### src/rtl/dcache_port_arbiter_4to2_if.sv
// Requester and RAM-port bundle for the 4-requester / 2-port data-cache arbiter.
// master = requesters plus RAM model side, slave = arbiter side.
interface dcache_port_arbiter_4to2_if #(
  parameter int unsigned ADDR_W = 13,
  parameter int unsigned DATA_W = 32,
  parameter int unsigned BE_W   = DATA_W / 8
);
  localparam int unsigned NREQ = 4;

  logic [NREQ-1:0]        req;
  logic [NREQ-1:0]        we;
  logic [NREQ*BE_W-1:0]   byte_en;
  logic [NREQ*ADDR_W-1:0] addr;
  logic [NREQ*DATA_W-1:0] write_data;
  logic [NREQ-1:0]        gnt;
  logic [NREQ-1:0]        rd_valid;
  logic [NREQ*DATA_W-1:0] rd_data;

  logic                   mem_write_en_0;
  logic                   mem_write_en_1;
  logic [BE_W-1:0]        mem_byte_en_0;
  logic [BE_W-1:0]        mem_byte_en_1;
  logic [ADDR_W-1:0]      mem_addr_0;
  logic [ADDR_W-1:0]      mem_addr_1;
  logic [DATA_W-1:0]      mem_write_data_0;
  logic [DATA_W-1:0]      mem_write_data_1;
  logic [DATA_W-1:0]      mem_read_data_0;
  logic [DATA_W-1:0]      mem_read_data_1;

  modport master (
    output req, we, byte_en, addr, write_data, mem_read_data_0, mem_read_data_1,
    input  gnt, rd_valid, rd_data,
    input  mem_write_en_0, mem_write_en_1, mem_byte_en_0, mem_byte_en_1,
    input  mem_addr_0, mem_addr_1, mem_write_data_0, mem_write_data_1
  );

  modport slave (
    input  req, we, byte_en, addr, write_data, mem_read_data_0, mem_read_data_1,
    output gnt, rd_valid, rd_data,
    output mem_write_en_0, mem_write_en_1, mem_byte_en_0, mem_byte_en_1,
    output mem_addr_0, mem_addr_1, mem_write_data_0, mem_write_data_1
  );
endinterface

### src/rtl/dcache_port_arbiter_4to2.sv
// Round-robin arbiter granting up to two of four cache requesters onto the two
// RAM ports, with same-address write conflict deferral and tagged read return.
module dcache_port_arbiter_4to2 #(
  parameter int unsigned ADDR_W = 13,
  parameter int unsigned DATA_W = 32,
  parameter int unsigned BE_W   = DATA_W / 8
) (
  input  logic                    clock,
  input  logic                    reset,
  dcache_port_arbiter_4to2_if.slave bus
);
  localparam int unsigned NREQ = 4;
  typedef logic [1:0] idx_t;

  logic [ADDR_W-1:0] req_addr [NREQ];
  logic [BE_W-1:0]   req_be   [NREQ];
  logic [DATA_W-1:0] req_wd   [NREQ];
  logic [DATA_W-1:0] rd_word  [NREQ];

  idx_t ptr_q, ptr_d;
  logic tag_v0_q, tag_v0_d, tag_v1_q, tag_v1_d;
  idx_t tag_id0_q, tag_id0_d, tag_id1_q, tag_id1_d;

  logic a_vld, b_vld, b_conflict, gnt_a, gnt_b;
  idx_t a_idx, b_idx, scan_idx;

  always_comb begin
    for (int unsigned k = 0; k < NREQ; k++) begin
      req_addr[k] = bus.addr[k*ADDR_W +: ADDR_W];
      req_be[k]   = bus.byte_en[k*BE_W +: BE_W];
      req_wd[k]   = bus.write_data[k*DATA_W +: DATA_W];
    end
  end

  // First two asserted requests in rotating order starting at ptr_q.
  always_comb begin
    a_vld    = 1'b0;
    b_vld    = 1'b0;
    a_idx    = '0;
    b_idx    = '0;
    scan_idx = '0;
    for (int unsigned k = 0; k < NREQ; k++) begin
      scan_idx = ptr_q + idx_t'(k);
      if (bus.req[scan_idx]) begin
        if (!a_vld) begin
          a_vld = 1'b1;
          a_idx = scan_idx;
        end else if (!b_vld) begin
          b_vld = 1'b1;
          b_idx = scan_idx;
        end
      end
    end
  end

  assign b_conflict = (req_addr[a_idx] == req_addr[b_idx]) && (bus.we[a_idx] || bus.we[b_idx]);
  assign gnt_a      = a_vld && !reset;
  assign gnt_b      = b_vld && !b_conflict && !reset;

  always_comb begin
    bus.gnt = '0;
    if (gnt_a) bus.gnt[a_idx] = 1'b1;
    if (gnt_b) bus.gnt[b_idx] = 1'b1;
  end

  // Reads use all byte lanes; idle ports drive zeros.
  always_comb begin
    bus.mem_write_en_0   = 1'b0;
    bus.mem_byte_en_0    = '0;
    bus.mem_addr_0       = '0;
    bus.mem_write_data_0 = '0;
    bus.mem_write_en_1   = 1'b0;
    bus.mem_byte_en_1    = '0;
    bus.mem_addr_1       = '0;
    bus.mem_write_data_1 = '0;
    if (gnt_a) begin
      bus.mem_write_en_0   = bus.we[a_idx];
      bus.mem_byte_en_0    = bus.we[a_idx] ? req_be[a_idx] : {BE_W{1'b1}};
      bus.mem_addr_0       = req_addr[a_idx];
      bus.mem_write_data_0 = req_wd[a_idx];
    end
    if (gnt_b) begin
      bus.mem_write_en_1   = bus.we[b_idx];
      bus.mem_byte_en_1    = bus.we[b_idx] ? req_be[b_idx] : {BE_W{1'b1}};
      bus.mem_addr_1       = req_addr[b_idx];
      bus.mem_write_data_1 = req_wd[b_idx];
    end
  end

  always_comb begin
    ptr_d     = ptr_q;
    tag_v0_d  = gnt_a && !bus.we[a_idx];
    tag_id0_d = gnt_a ? a_idx : idx_t'(0);
    tag_v1_d  = gnt_b && !bus.we[b_idx];
    tag_id1_d = gnt_b ? b_idx : idx_t'(0);
    if (gnt_b)      ptr_d = b_idx + idx_t'(1);
    else if (gnt_a) ptr_d = a_idx + idx_t'(1);
  end

  always_ff @(posedge clock or posedge reset) begin
    if (reset) begin
      ptr_q     <= '0;
      tag_v0_q  <= 1'b0;
      tag_v1_q  <= 1'b0;
      tag_id0_q <= '0;
      tag_id1_q <= '0;
    end else begin
      ptr_q     <= ptr_d;
      tag_v0_q  <= tag_v0_d;
      tag_v1_q  <= tag_v1_d;
      tag_id0_q <= tag_id0_d;
      tag_id1_q <= tag_id1_d;
    end
  end

  // Route RAM q of each port to the requester that owned it last cycle.
  always_comb begin
    bus.rd_valid = '0;
    for (int unsigned k = 0; k < NREQ; k++) rd_word[k] = '0;
    if (tag_v0_q) begin
      bus.rd_valid[tag_id0_q] = 1'b1;
      rd_word[tag_id0_q]      = bus.mem_read_data_0;
    end
    if (tag_v1_q) begin
      bus.rd_valid[tag_id1_q] = 1'b1;
      rd_word[tag_id1_q]      = bus.mem_read_data_1;
    end
  end

  always_comb begin
    bus.rd_data = '0;
    for (int unsigned k = 0; k < NREQ; k++) bus.rd_data[k*DATA_W +: DATA_W] = rd_word[k];
  end
endmodule

### src/flat_wrapper.sv
// flat-port wrapper written by rule: the top's interface ports become plain ports
module dcache_port_arbiter_4to2_flat 
#(
  parameter int unsigned ADDR_W = 13,
  parameter int unsigned DATA_W = 32,
  parameter int unsigned BE_W   = DATA_W / 8
)
  (clock, reset, bus_req, bus_we, bus_byte_en, bus_addr, bus_write_data, bus_mem_read_data_0, bus_mem_read_data_1, bus_gnt, bus_rd_valid, bus_rd_data, bus_mem_write_en_0, bus_mem_write_en_1, bus_mem_byte_en_0, bus_mem_byte_en_1, bus_mem_addr_0, bus_mem_addr_1, bus_mem_write_data_0, bus_mem_write_data_1);
  dcache_port_arbiter_4to2_if #(.ADDR_W(ADDR_W), .DATA_W(DATA_W), .BE_W(BE_W)) bus_i ();
  input  logic clock;
  input  logic reset;
  input wire logic [$bits(bus_i.req)-1:0] bus_req;
  input wire logic [$bits(bus_i.we)-1:0] bus_we;
  input wire logic [$bits(bus_i.byte_en)-1:0] bus_byte_en;
  input wire logic [$bits(bus_i.addr)-1:0] bus_addr;
  input wire logic [$bits(bus_i.write_data)-1:0] bus_write_data;
  input wire logic [$bits(bus_i.mem_read_data_0)-1:0] bus_mem_read_data_0;
  input wire logic [$bits(bus_i.mem_read_data_1)-1:0] bus_mem_read_data_1;
  output wire logic [$bits(bus_i.gnt)-1:0] bus_gnt;
  output wire logic [$bits(bus_i.rd_valid)-1:0] bus_rd_valid;
  output wire logic [$bits(bus_i.rd_data)-1:0] bus_rd_data;
  output wire logic [$bits(bus_i.mem_write_en_0)-1:0] bus_mem_write_en_0;
  output wire logic [$bits(bus_i.mem_write_en_1)-1:0] bus_mem_write_en_1;
  output wire logic [$bits(bus_i.mem_byte_en_0)-1:0] bus_mem_byte_en_0;
  output wire logic [$bits(bus_i.mem_byte_en_1)-1:0] bus_mem_byte_en_1;
  output wire logic [$bits(bus_i.mem_addr_0)-1:0] bus_mem_addr_0;
  output wire logic [$bits(bus_i.mem_addr_1)-1:0] bus_mem_addr_1;
  output wire logic [$bits(bus_i.mem_write_data_0)-1:0] bus_mem_write_data_0;
  output wire logic [$bits(bus_i.mem_write_data_1)-1:0] bus_mem_write_data_1;
  assign bus_i.req = bus_req;
  assign bus_i.we = bus_we;
  assign bus_i.byte_en = bus_byte_en;
  assign bus_i.addr = bus_addr;
  assign bus_i.write_data = bus_write_data;
  assign bus_i.mem_read_data_0 = bus_mem_read_data_0;
  assign bus_i.mem_read_data_1 = bus_mem_read_data_1;
  assign bus_gnt = bus_i.gnt;
  assign bus_rd_valid = bus_i.rd_valid;
  assign bus_rd_data = bus_i.rd_data;
  assign bus_mem_write_en_0 = bus_i.mem_write_en_0;
  assign bus_mem_write_en_1 = bus_i.mem_write_en_1;
  assign bus_mem_byte_en_0 = bus_i.mem_byte_en_0;
  assign bus_mem_byte_en_1 = bus_i.mem_byte_en_1;
  assign bus_mem_addr_0 = bus_i.mem_addr_0;
  assign bus_mem_addr_1 = bus_i.mem_addr_1;
  assign bus_mem_write_data_0 = bus_i.mem_write_data_0;
  assign bus_mem_write_data_1 = bus_i.mem_write_data_1;
  dcache_port_arbiter_4to2 #(.ADDR_W(ADDR_W), .DATA_W(DATA_W), .BE_W(BE_W)) u_core (.clock(clock), .reset(reset), .bus(bus_i));
endmodule
### config.mk
export PLATFORM = sky130hd
export DESIGN_NAME = dcache_port_arbiter_4to2_flat
export DESIGN_NICKNAME = d
export VERILOG_FILES = /design/src/rtl/dcache_port_arbiter_4to2_if.sv /design/src/rtl/dcache_port_arbiter_4to2.sv /design/src/flat_wrapper.sv
export SDC_FILE = /design/constraint.sdc
export NUM_CORES = 1
export LEC_CHECK = 0
export CAP_MARGIN = 20
export CORE_AREA = 2 2 197 199
export CTS_CLUSTER_DIAMETER = 60
export DETAILED_ROUTE_END_ITERATION = 12
export DIE_AREA = 0 0 199 201
export PLACE_DENSITY = 0.46
export SYNTH_ARGS = -nofsm -noshare
export SYNTH_HDL_FRONTEND = slang
export SYNTH_SLANG_ARGS = --single-unit
### constraint.sdc
create_clock -name clock -period 12.6 [get_ports clock]
set_input_delay 1.89 -clock clock [delete_from_list [all_inputs] [get_ports clock]]
set_output_delay 1.89 -clock clock [all_outputs]
set_load 0.05 [all_outputs]
# Word-level counts from Yosys, hierarchy flattened
# Cells that the tools add are included.
# classes
addsub	5
n_lt_le_gt_ge	18
n_eq_ne	1
muxes	88
bitwise	7
n_reduce_logical	18
# ops
op	n
two-way mux 128 bit	2
two-way mux 32 bit	8
bitwise AND 128 bit	1
binary-select mux 32 bit (select 2 bit)	2
bitwise mux 128 bit	1
demux 32 bit (select 2 bit)	2
two-way mux 13 bit	6
binary-select mux 13 bit (select 2 bit)	2
two-way mux 4 bit	12
two-way mux 2 bit	19
< comparator 2 x 3 -> 1 bit (second input constant)	8
two-way mux 1 bit	22
binary-select mux 4 bit (select 2 bit)	2
== test 13 bit	1
binary-select mux 1 bit (select 2 bit)	6
greater-or-equal comparator 3 bit (second input constant)	4
logical AND 1 bit	12
inverter 2 -> 3 bit	4
demux 1 bit (select 2 bit)	4
greater-or-equal comparator 2 x 1 -> 1 bit (second input constant)	4
bitwise OR 4 bit	2
adder 2 x 1 -> 2 bit (second input constant)	3
< comparator 3 x 1 -> 1 bit (second input constant)	2
adder 2 bit (second input constant)	2
other kinds (3)	6
# word_totals
register_bits	8
inputBits	270
out_inout_bits	236
word_cells	142

# Logic depth before layout (Yosys ltp)
# Gate-level depths: netlist (run 1).
# depth
ltp_word	21
depth_mapped	17
ltp_nobuf	14

# Least setup slack after synthesis (run 1)
# Ideal clock, no wire load.
# synth_path
path_type	input to output
startpoint	input port bus_req[2]
endpoint	output port bus_gnt[1]
t_arrival_ns	5.358
slack_ns	5.352
stages	16
path_cell_list	buf_2 mux2i_1 nor2_1 a31o_2 ha_1 mux2_4 o21ai_1 a21o_2 nand2_4 mux4_2 xnor2_1 and4_1 a41oi_2 buf_2 nand2_1 o22ai_1
# synth_via
elab_chain_len	21
# synth_lines
element	line	rtl
from (decl)	flat_wrapper.sv:12	input wire logic [$bits(bus_i.req)-1:0] bus_req;
binary-select mux 1 bit (select 2 bit)	dcache_port_arbiter_4to2.sv:44	if (bus.req[scan_idx]) begin
two-way mux 1 bit (not written as such)	dcache_port_arbiter_4to2.sv:44	
two-way mux 1 bit	dcache_port_arbiter_4to2.sv:44	
two-way mux 2 bit / two-way mux 1 bit (equally long branches)	dcache_port_arbiter_4to2.sv:45	if (!a_vld) begin
two-way mux 2 bit / two-way mux 1 bit (equally long branches)	dcache_port_arbiter_4to2.sv:44	
two-way mux 2 bit	dcache_port_arbiter_4to2.sv:48	end else if (!b_vld) begin
two-way mux 2 bit	dcache_port_arbiter_4to2.sv:45	
two-way mux 2 bit	dcache_port_arbiter_4to2.sv:44	
[... 3 more ...]	n/a	
inverter 2 -> 3 bit (not written as such)	dcache_port_arbiter_4to2.sv:56	assign b_conflict = (req_addr[a_idx] == req_addr[b_idx]) && (bus.we[a_idx] || bus.we[b_idx]);
binary-select mux 13 bit (select 2 bit)	dcache_port_arbiter_4to2.sv:56	
two-way mux 13 bit (not written as such) (2 in a row)	dcache_port_arbiter_4to2.sv:56	
== test 13 bit	dcache_port_arbiter_4to2.sv:56	
logical AND 1 bit	dcache_port_arbiter_4to2.sv:56	
logical NOT 1 bit	dcache_port_arbiter_4to2.sv:58	assign gnt_b = b_vld && !b_conflict && !reset;
logical AND 1 bit (2 in a row)	dcache_port_arbiter_4to2.sv:58	
two-way mux 4 bit (*)	dcache_port_arbiter_4to2.sv:63	if (gnt_b) bus.gnt[b_idx] = 1'b1;
to (decl)	flat_wrapper.sv:19	output wire logic [$bits(bus_i.gnt)-1:0] bus_gnt;
# Mark *: on every way between the ends. The rest lies on a longest branch, timed or not. The select of a mux whose other input is x is not followed.

# Worst setup path in the final report (run 1)
# layout_path
startpoint	input port bus_req[1]
endpoint	output port bus_mem_write_data_1[6]
# layout_via
elab_chain_len	21
# layout_lines
element	line	rtl
binary-select mux 1 bit (select 2 bit)	dcache_port_arbiter_4to2.sv:44	
two-way mux 1 bit (not written as such)	dcache_port_arbiter_4to2.sv:44	
two-way mux 1 bit	dcache_port_arbiter_4to2.sv:44	
two-way mux 2 bit / two-way mux 1 bit (equally long branches)	dcache_port_arbiter_4to2.sv:45	
two-way mux 2 bit / two-way mux 1 bit (equally long branches)	dcache_port_arbiter_4to2.sv:44	
two-way mux 2 bit	dcache_port_arbiter_4to2.sv:48	
two-way mux 2 bit	dcache_port_arbiter_4to2.sv:45	
two-way mux 2 bit	dcache_port_arbiter_4to2.sv:44	
[... 3 more ...]	n/a	
inverter 2 -> 3 bit (not written as such)	dcache_port_arbiter_4to2.sv:56, dcache_port_arbiter_4to2.sv:86	
binary-select mux 13 bit (select 2 bit)	dcache_port_arbiter_4to2.sv:56	
two-way mux 13 bit (not written as such) (2 in a row)	dcache_port_arbiter_4to2.sv:56	
== test 13 bit	dcache_port_arbiter_4to2.sv:56	
logical AND 1 bit	dcache_port_arbiter_4to2.sv:56	
logical NOT 1 bit	dcache_port_arbiter_4to2.sv:58	
logical AND 1 bit (2 in a row)	dcache_port_arbiter_4to2.sv:58	
two-way mux 32 bit (*)	dcache_port_arbiter_4to2.sv:82	if (gnt_b) begin
to (decl)	flat_wrapper.sv:29	output wire logic [$bits(bus_i.mem_write_data_1)-1:0] bus_mem_write_data_1;
# Marked as above.

==> results of run 1 <==
layer usage:
layer | wire, um | vias to the layer above | track usage
met5 | 0 | - | 0
met4 | 1060 | 0 | 0.0538
met3 | 2900 | 35 | 0.0338
met2 | 20200 | 416 | 0.348
met1 | 14400 | 4188 | 0.198
li1 | - | 4029 | -
flip-flops by register name, indices dropped and copies added, names as in the netlist:
| register | flops |
|---|---|
| u_core.ptr_q | 2 |
| u_core.tag_id0_q | 2 |
| u_core.tag_id1_q | 2 |
| u_core.tag_v0_q | 1 |
| u_core.tag_v1_q | 1 |
power by group:
| group | internal (uW) | switching, uW | total (uW) |
|---|---|---|---|
| Sequential | 34.3 | 23.9 | 58.3 |
| Clock | 41.1 | 14.3 | 55.4 |
| Combinational | 930 | 1570 | 2500 |
| Total | 1010 | 1610 | 2610 |
cell families (layout without fill, tap and decap cells):
group,after synthesis,count (layout),synth area share
AOI/OAI and AO/OA,210,210,0.291
xor gates and xnor gates,8,8,0.0119
adders and majority gates,3,3,0.00597
buffers and inverters,98,529,0.0714
DFF,8,8,0.0341
muxes,90,90,0.231
and+or+nand+nor,426,426,0.354
through the flow:
stage                util  hold WS [ns]  setup slack (ns)  cell area [um^2]  power (uW)
global placement    0.298         0.905              2.56             11400        2600
finish              0.300         0.925              2.65             11400        2610
CTS                 0.300         0.915              2.52             11400        2650
detailed placement  0.298         0.904              2.53             11400        2580
floorplan               -         0.677              5.35              5870        1790
global route        0.300         0.974              2.18             11400        2770
worst register-to-register path, delay by kind of cell, from the launching register on:
family                     cells  cell delay, ns
muxes                          4            1.62
DFF                            1            0.78
xor gates and xnor gates       1            0.13
and+or+nand+nor                3            0.82
AOI/OAI and AO/OA              4            1.44
adders and majority gates      1            0.27
worst max-delay path by stage:
stage | to | startpoint | slack [ns] | cells after the start
after floorplan | bus_gnt[1] | bus_req[2] | 5.35 | 16
after global placement | bus_mem_write_data_1[16] | bus_req[1] | 2.56 | 14
after detailed placement | bus_mem_write_data_1[12] | bus_req[1] | 2.53 | 14
after CTS | bus_mem_write_data_1[12] | bus_req[1] | 2.52 | 14
after global routing | bus_mem_write_data_1[6] | bus_req[3] | 2.18 | 14
final | bus_mem_write_data_1[6] | bus_req[1] | 2.65 | 14
layout by cell type, fill, tap and decap left out, types with 3 or more instances in the layout:
cell / netlist / final
a211oi_1: 4 / 4
a21boi_0: 8 / 8
a21o_1: 6 / 4
a21oi_1: 7 / 7
a221o_1: 3 / 3
a22o_1: 128 / 128
a31oi_1: 10 / 9
and2_1: 58 / 57
and3_1: 46 / 46
buf_4: 7 / 14
clkbuf_16: 0 / 3
clkdlybuf4s50_1: 0 / 505
dfrtp_1: 8 / 8
inv_1: 7 / 6
mux2i_1: 51 / 51
mux4_2: 36 / 36
nand2_1: 190 / 190
nand2b_1: 7 / 7
nand3_1: 72 / 72
nor2_1: 13 / 8
nor2_2: 0 / 5
nor2b_1: 5 / 5
nor3_1: 12 / 11
o21a_1: 5 / 5
o21ai_0: 16 / 16
o22ai_1: 5 / 5
or3_1: 8 / 8
xnor2_1: 6 / 6
area by class of cell:
class                   instances  area [um^2]
fillers                      4106        26700
multi-input cells             737         5320
clock buffers                   3         75.1
inverters                       7         26.3
well taps                     518          648
repair buffers                519         5160
flip-flops and latches          8          200
==> flow_summary.json, run 1 <==
{
  "ctsHoldBuffers": 0,
  "core_um2": 38100,
  "reg2reg_slack_ns": 7.40,
  "r2r-start": "u_core.ptr_q[1]$_DFFE_PP0P_",
  "yosys-top-cells-count": "nand2_1 (190), a22o_1 (128), nand3_1 (72)",
  "tightest_slew_ns": 1.00,
  "layout.nets": 1548,
  "max_stage_delay_ns": 0.81,
  "syn_nets": 1115,
  "r2r_cells": 13,
  "cts_setup_buffers": 0,
  "synth.distinct_cells": 59,
  "port_buffers": 505,
  "cts_buffers": 3,
  "drv_slew": 0,
  "relSlewSlack": 0.333,
  "whs_endpoint": "u_core.ptr_q[1]$_DFFE_PP0P_",
  "worst-path-buf-inv": 3,
  "cts_tree": "done",
  "synth_area_per_cell_um2": 6.96,
  "grt_overflow_total": 0,
  "die_h_um": 201,
  "ys_ff_latch": 8,
  "yosysWarnings": 0,
  "place_inst": 1789,
  "drive_above_1_share": 0.0620,
  "wl_per_cell_um": 21.5,
  "ys_seq_area_frac": 0.0341,
  "grt_max_degree": 82,
  "cts_sinks": 8,
  "status": "complete, no violations",
  "h-tree-depth": 1,
  "crit_required_ns": 10.71,
  "dieArea_um2": 40000,
  "rsz0062_at_grt": "false",
  "synthArstFlopShare": 1.00,
  "first_pass_iters": 5,
  "cts.path.max_buffers": 2,
  "die_w_um": 199,
  "track_usage": 0.181,
  "synth.most_common_cell": "nand2_1",
  "yosysTopAreaCell": "a22o_1",
  "cp_slowest_cell": "clkdlybuf4s50_1",
  "peakVddDrop_mv": 0.131,
  "min_from": "u_core.ptr_q[1]$_DFFE_PP0P_",
  "crit_top_cell": "clkdlybuf4s50_1",
  "synth_edf_count": 0,
  "tns_ns": 0,
  "period_share": 0.790,
  "ant_nets": 0,
  "clk_pin_slew_worst_paths_ns": 0.04,
  "cts_resized": 0,
  "synth_top_area_frac": 0.191,
  "syn_to_final_growth_pct": 94.7,
  "finalCriticalPeriod_ns": 9.95,
  "p_leak_uw": 0.00446,
  "vias": 8668,
  "finalHoldViolations": 0,
  "whs_path_depth": 2,
  "hp-class": "flip-flop to flip-flop",
  "syn_inst": 843,
  "fmax_ghz": 0.101,
  "synth.area.top_cells": "a22o_1 (19%), mux4_2 (14%), nand2_1 (12%), mux2i_1 (8.7%), and2_1 (6.2%)",
  "drv_cap": 0,
  "n_antenna_cell": 0,
  "io_pins": 506,
  "start_util": 0.154,
  "path_delay_family": "buffers and inverters",
  "syn_area_um2": 5870,
  "via_per_inst": 4.84,
  "antenna_found_initial": 0,
  "instances_no_fill": 1792,
  "gp_congestion": 0.805,
  "cts_root_buf": "clkbuf_16",
  "crit_chain": "clkdlybuf4s50_1 -> or2_2 -> a31o_2 -> ha_1 -> mux2_4 -> o211ai_4 -> nand2_4 -> mux4_2 -> xnor2_1 -> and4_1 -> a41oi_4 -> buf_4 -> and3_1 -> clkdlybuf4s50_1",
  "crit_path_start_kind": "input port",
  "setup_viol": 0,
  "worst_setup_path_end_kind": "primary output",
  "drtIter0Drc": 596,
  "grt_pass1_vias": 8643,
  "rows": 72,
  "synth_ff_type": "dfrtp_1",
  "route.detailed.drc": 0,
  "crit_type": "input port to primary output",
  "crit_arrival_ns": 8.06,
  "p_per_area_nw_per_um2": 228,
  "clkLatencyLatePin_ns": 0.24,
  "wirelength_um": 38500,
  "reg2reg_to": "u_core.ptr_q[1]$_DFFE_PP0P_",
  "critPathMaxFanout": 51,
  "dp.final_hpwl_um": 29800,
  "skew_ns": 0.00676,
  "grt_pass1_wl_um": 55600
}
Power figures use the tool's default switching activity.
==> inputs of run 2 (changes only) <==
--- a/config.mk
+++ b/config.mk
@@ -6,10 +6,10 @@
 export NUM_CORES = 1
 export LEC_CHECK = 0
 export CAP_MARGIN = 20
-export CORE_AREA = 2 2 197 199
+export CORE_AREA = 2 2 199 201
 export CTS_CLUSTER_DIAMETER = 60
 export DETAILED_ROUTE_END_ITERATION = 12
-export DIE_AREA = 0 0 199 201
+export DIE_AREA = 0 0 201 203
 export PLACE_DENSITY = 0.46
 export SYNTH_ARGS = -nofsm -noshare
 export SYNTH_HDL_FRONTEND = slang
==> constraint.sdc (replaced) <==
create_clock -name clock -period 9.4 [get_ports clock]
set_input_delay 1.41 -clock clock [delete_from_list [all_inputs] [get_ports clock]]
set_output_delay 1.41 -clock clock [all_outputs]
set_load 0.05 [all_outputs]
==> flow_summary.json, run 2 (same netlist as run 1, synthesis figures left out) <==
{
  "instances_no_fill": 1799,
  "dp.final_hpwl_um": 31700,
  "via_per_inst": 4.85,
  "cts_resized": 0,
  "die_h_um": 203,
  "p_int_uw": 1360,
  "p_leak_uw": 0.00448,
  "die_w_um": 201,
  "layout.nets": 1552,
  "p_per_area_nw_per_um2": 308,
  "wirelength_um": 40000,
  "vias": 8726,
  "start_util": 0.153,
  "crit_required_ns": 7.99,
  "comb_power_share": 0.957,
  "drv_slew": 0,
  "io_pins": 506,
  "drv_cap": 0,
  "finalCriticalPeriod_ns": 8.49,
  "p_seq_frac": 0.022,
  "antenna_found_initial": 3,
  "p_switching_uw": 2180,
  "port_buffers": 505,
  "use_met3": 0.0340,
  "core_um2": 38500,
  "cts_sinks": 8,
  "grt_pass1_wl_um": 58400,
  "top_regs": "u_core.ptr_q x2, u_core.tag_id0_q x2, u_core.tag_id1_q x2",
  "grt_pass1_vias": 8875,
  "cts_buffers": 3,
  "layout_common_cells": "clkdlybuf4s50_1 (505), nand2_1 (190), a22o_1 (128)",
  "crit_type": "input port to primary output",
  "ctsHoldBuffers": 0,
  "grt_max_degree": 67,
  "crit_path_start_kind": "input port",
  "tns_ns": 0,
  "clk_pin_slew_worst_paths_ns": 0.04,
  "route.detailed.drc": 0,
  "cts_setup_buffers": 0,
  "place_inst": 1793,
  "rows": 72,
  "cts.path.max_buffers": 2,
  "skew_ns": 0.00654,
  "h-tree-depth": 1,
  "relSlewSlack": 0.495,
  "dieArea_um2": 40800,
  "wl_per_cell_um": 22.2,
  "grt_overflow_total": 0,
  "clockPowerShare": 0.021,
  "setup_viol": 0,
  "power_uw": 3540,
  "clkLatencyLatePin_ns": 0.24,
  "critPathMaxFanout": 27,
  "grt_busiest_layer": "met2",
  "track_usage": 0.185,
  "first_pass_iters": 5,
  "final_common_cell": "clkdlybuf4s50_1",
  "grt_util_met1": 0.199,
  "use_met2": 0.355,
  "peakVddDrop_mv": 0.135,
  "drive_above_1_share": 0.0649,
  "cts_root_buf": "clkbuf_16",
  "tightest_slew_ns": 0.755,
  "period_share": 0.903,
  "crit_arrival_ns": 7.08,
  "finalHoldViolations": 0,
  "fill_cells": 4222,
  "drtIter0Drc": 503,
  "cts_tree": "done",
  "swShare": 0.616,
  "ant_nets": 0,
  "gp_congestion": 0.958,
  "status": "complete, no violations",
  "worst_setup_path_end_kind": "primary output",
  "hp-class": "flip-flop to flip-flop",
  "syn_to_final_growth_pct": 95.3,
  "fmax_ghz": 0.118,
  "rsz0062_at_grt": "false"
}
## run 2: cell types whose count changed in the layout (fill, tap and decap cells not counted), sizes merged
cell / before / now
diode: 0 / 3
buf: 14 / 18
## run 2: worst paths after layout
check,start,to,slack (ns),depth (start not counted)
setup / recovery,bus_req[1],bus_mem_write_en_1,0.91,14
min in group asynchronous,reset,u_core.ptr_q[0]$_DFFE_PP0P_,1.58,2
hold / removal,u_core.ptr_q[1]$_DFFE_PP0P_,u_core.ptr_q[1]$_DFFE_PP0P_,0.93,2
max in group asynchronous,reset,u_core.tag_id0_q[1]$_DFF_PP0_,7.56,2
setup reg to reg,u_core.ptr_q[1]$_DFFE_PP0P_,u_core.ptr_q[1]$_DFFE_PP0P_,4.68,13
hold reg to reg,u_core.ptr_q[1]$_DFFE_PP0P_,u_core.ptr_q[1]$_DFFE_PP0P_,0.93,2
## run 2: through the flow
stage	hold WS, ns	area, um^2	util	worst slack [ns]
6_report	0.932	11500	0.298	0.910
5_1_grt	0.963	11500	0.298	0.475
4_1_cts	0.922	11500	0.298	0.786
3_5_place_dp	0.911	11400	0.296	0.781
3_3_place_gp	0.904	11400	0.296	0.843
2_1_floorplan	0.677	5870	-	3.11
## run 2: final cells by class
cell class                 instances  area [um^2]  share of cell area
sequential                         8          200              0.0175
clock buffer                       3         75.1             0.00655
inverter                           7         26.3             0.00229
tap                              518          648              0.0565
timing repair buffer             523         5190               0.453
multi-input combinational        737         5320               0.464
antenna                            3         7.51            0.000655
## run 2: critical path, stage by stage
cell	delay, ns
clkdlybuf4s50_1	0.65
or2_2	0.41
a31o_2	0.26
ha_1	0.27
mux2_4	0.28
o211ai_4	0.39
nand2_4	0.41
mux4_2	0.58
xnor2_1	0.14
and4_1	0.19
a41oi_4	0.61
buf_4	0.34
nor2b_1	0.28
clkdlybuf4s50_1	0.86
## run 2: layer usage
layer,vias to the layer above,wire length [um]
met5,-,0
met4,0,1380
met3,45,2870
met2,466,21100
met1,4188,14700
li1,4027,-
## run 2: power by group through the flow
stage                     Clock, uW  Sequential (uW)  Combinational (uW)
after floorplan                   0             56.7                2340
after global placement            0             78.6                3440
after detailed placement          0             77.7                3420
after CTS                      78.6             77.1                3430
after global routing           78.2             81.0                3610
final                          74.7             77.6                3380
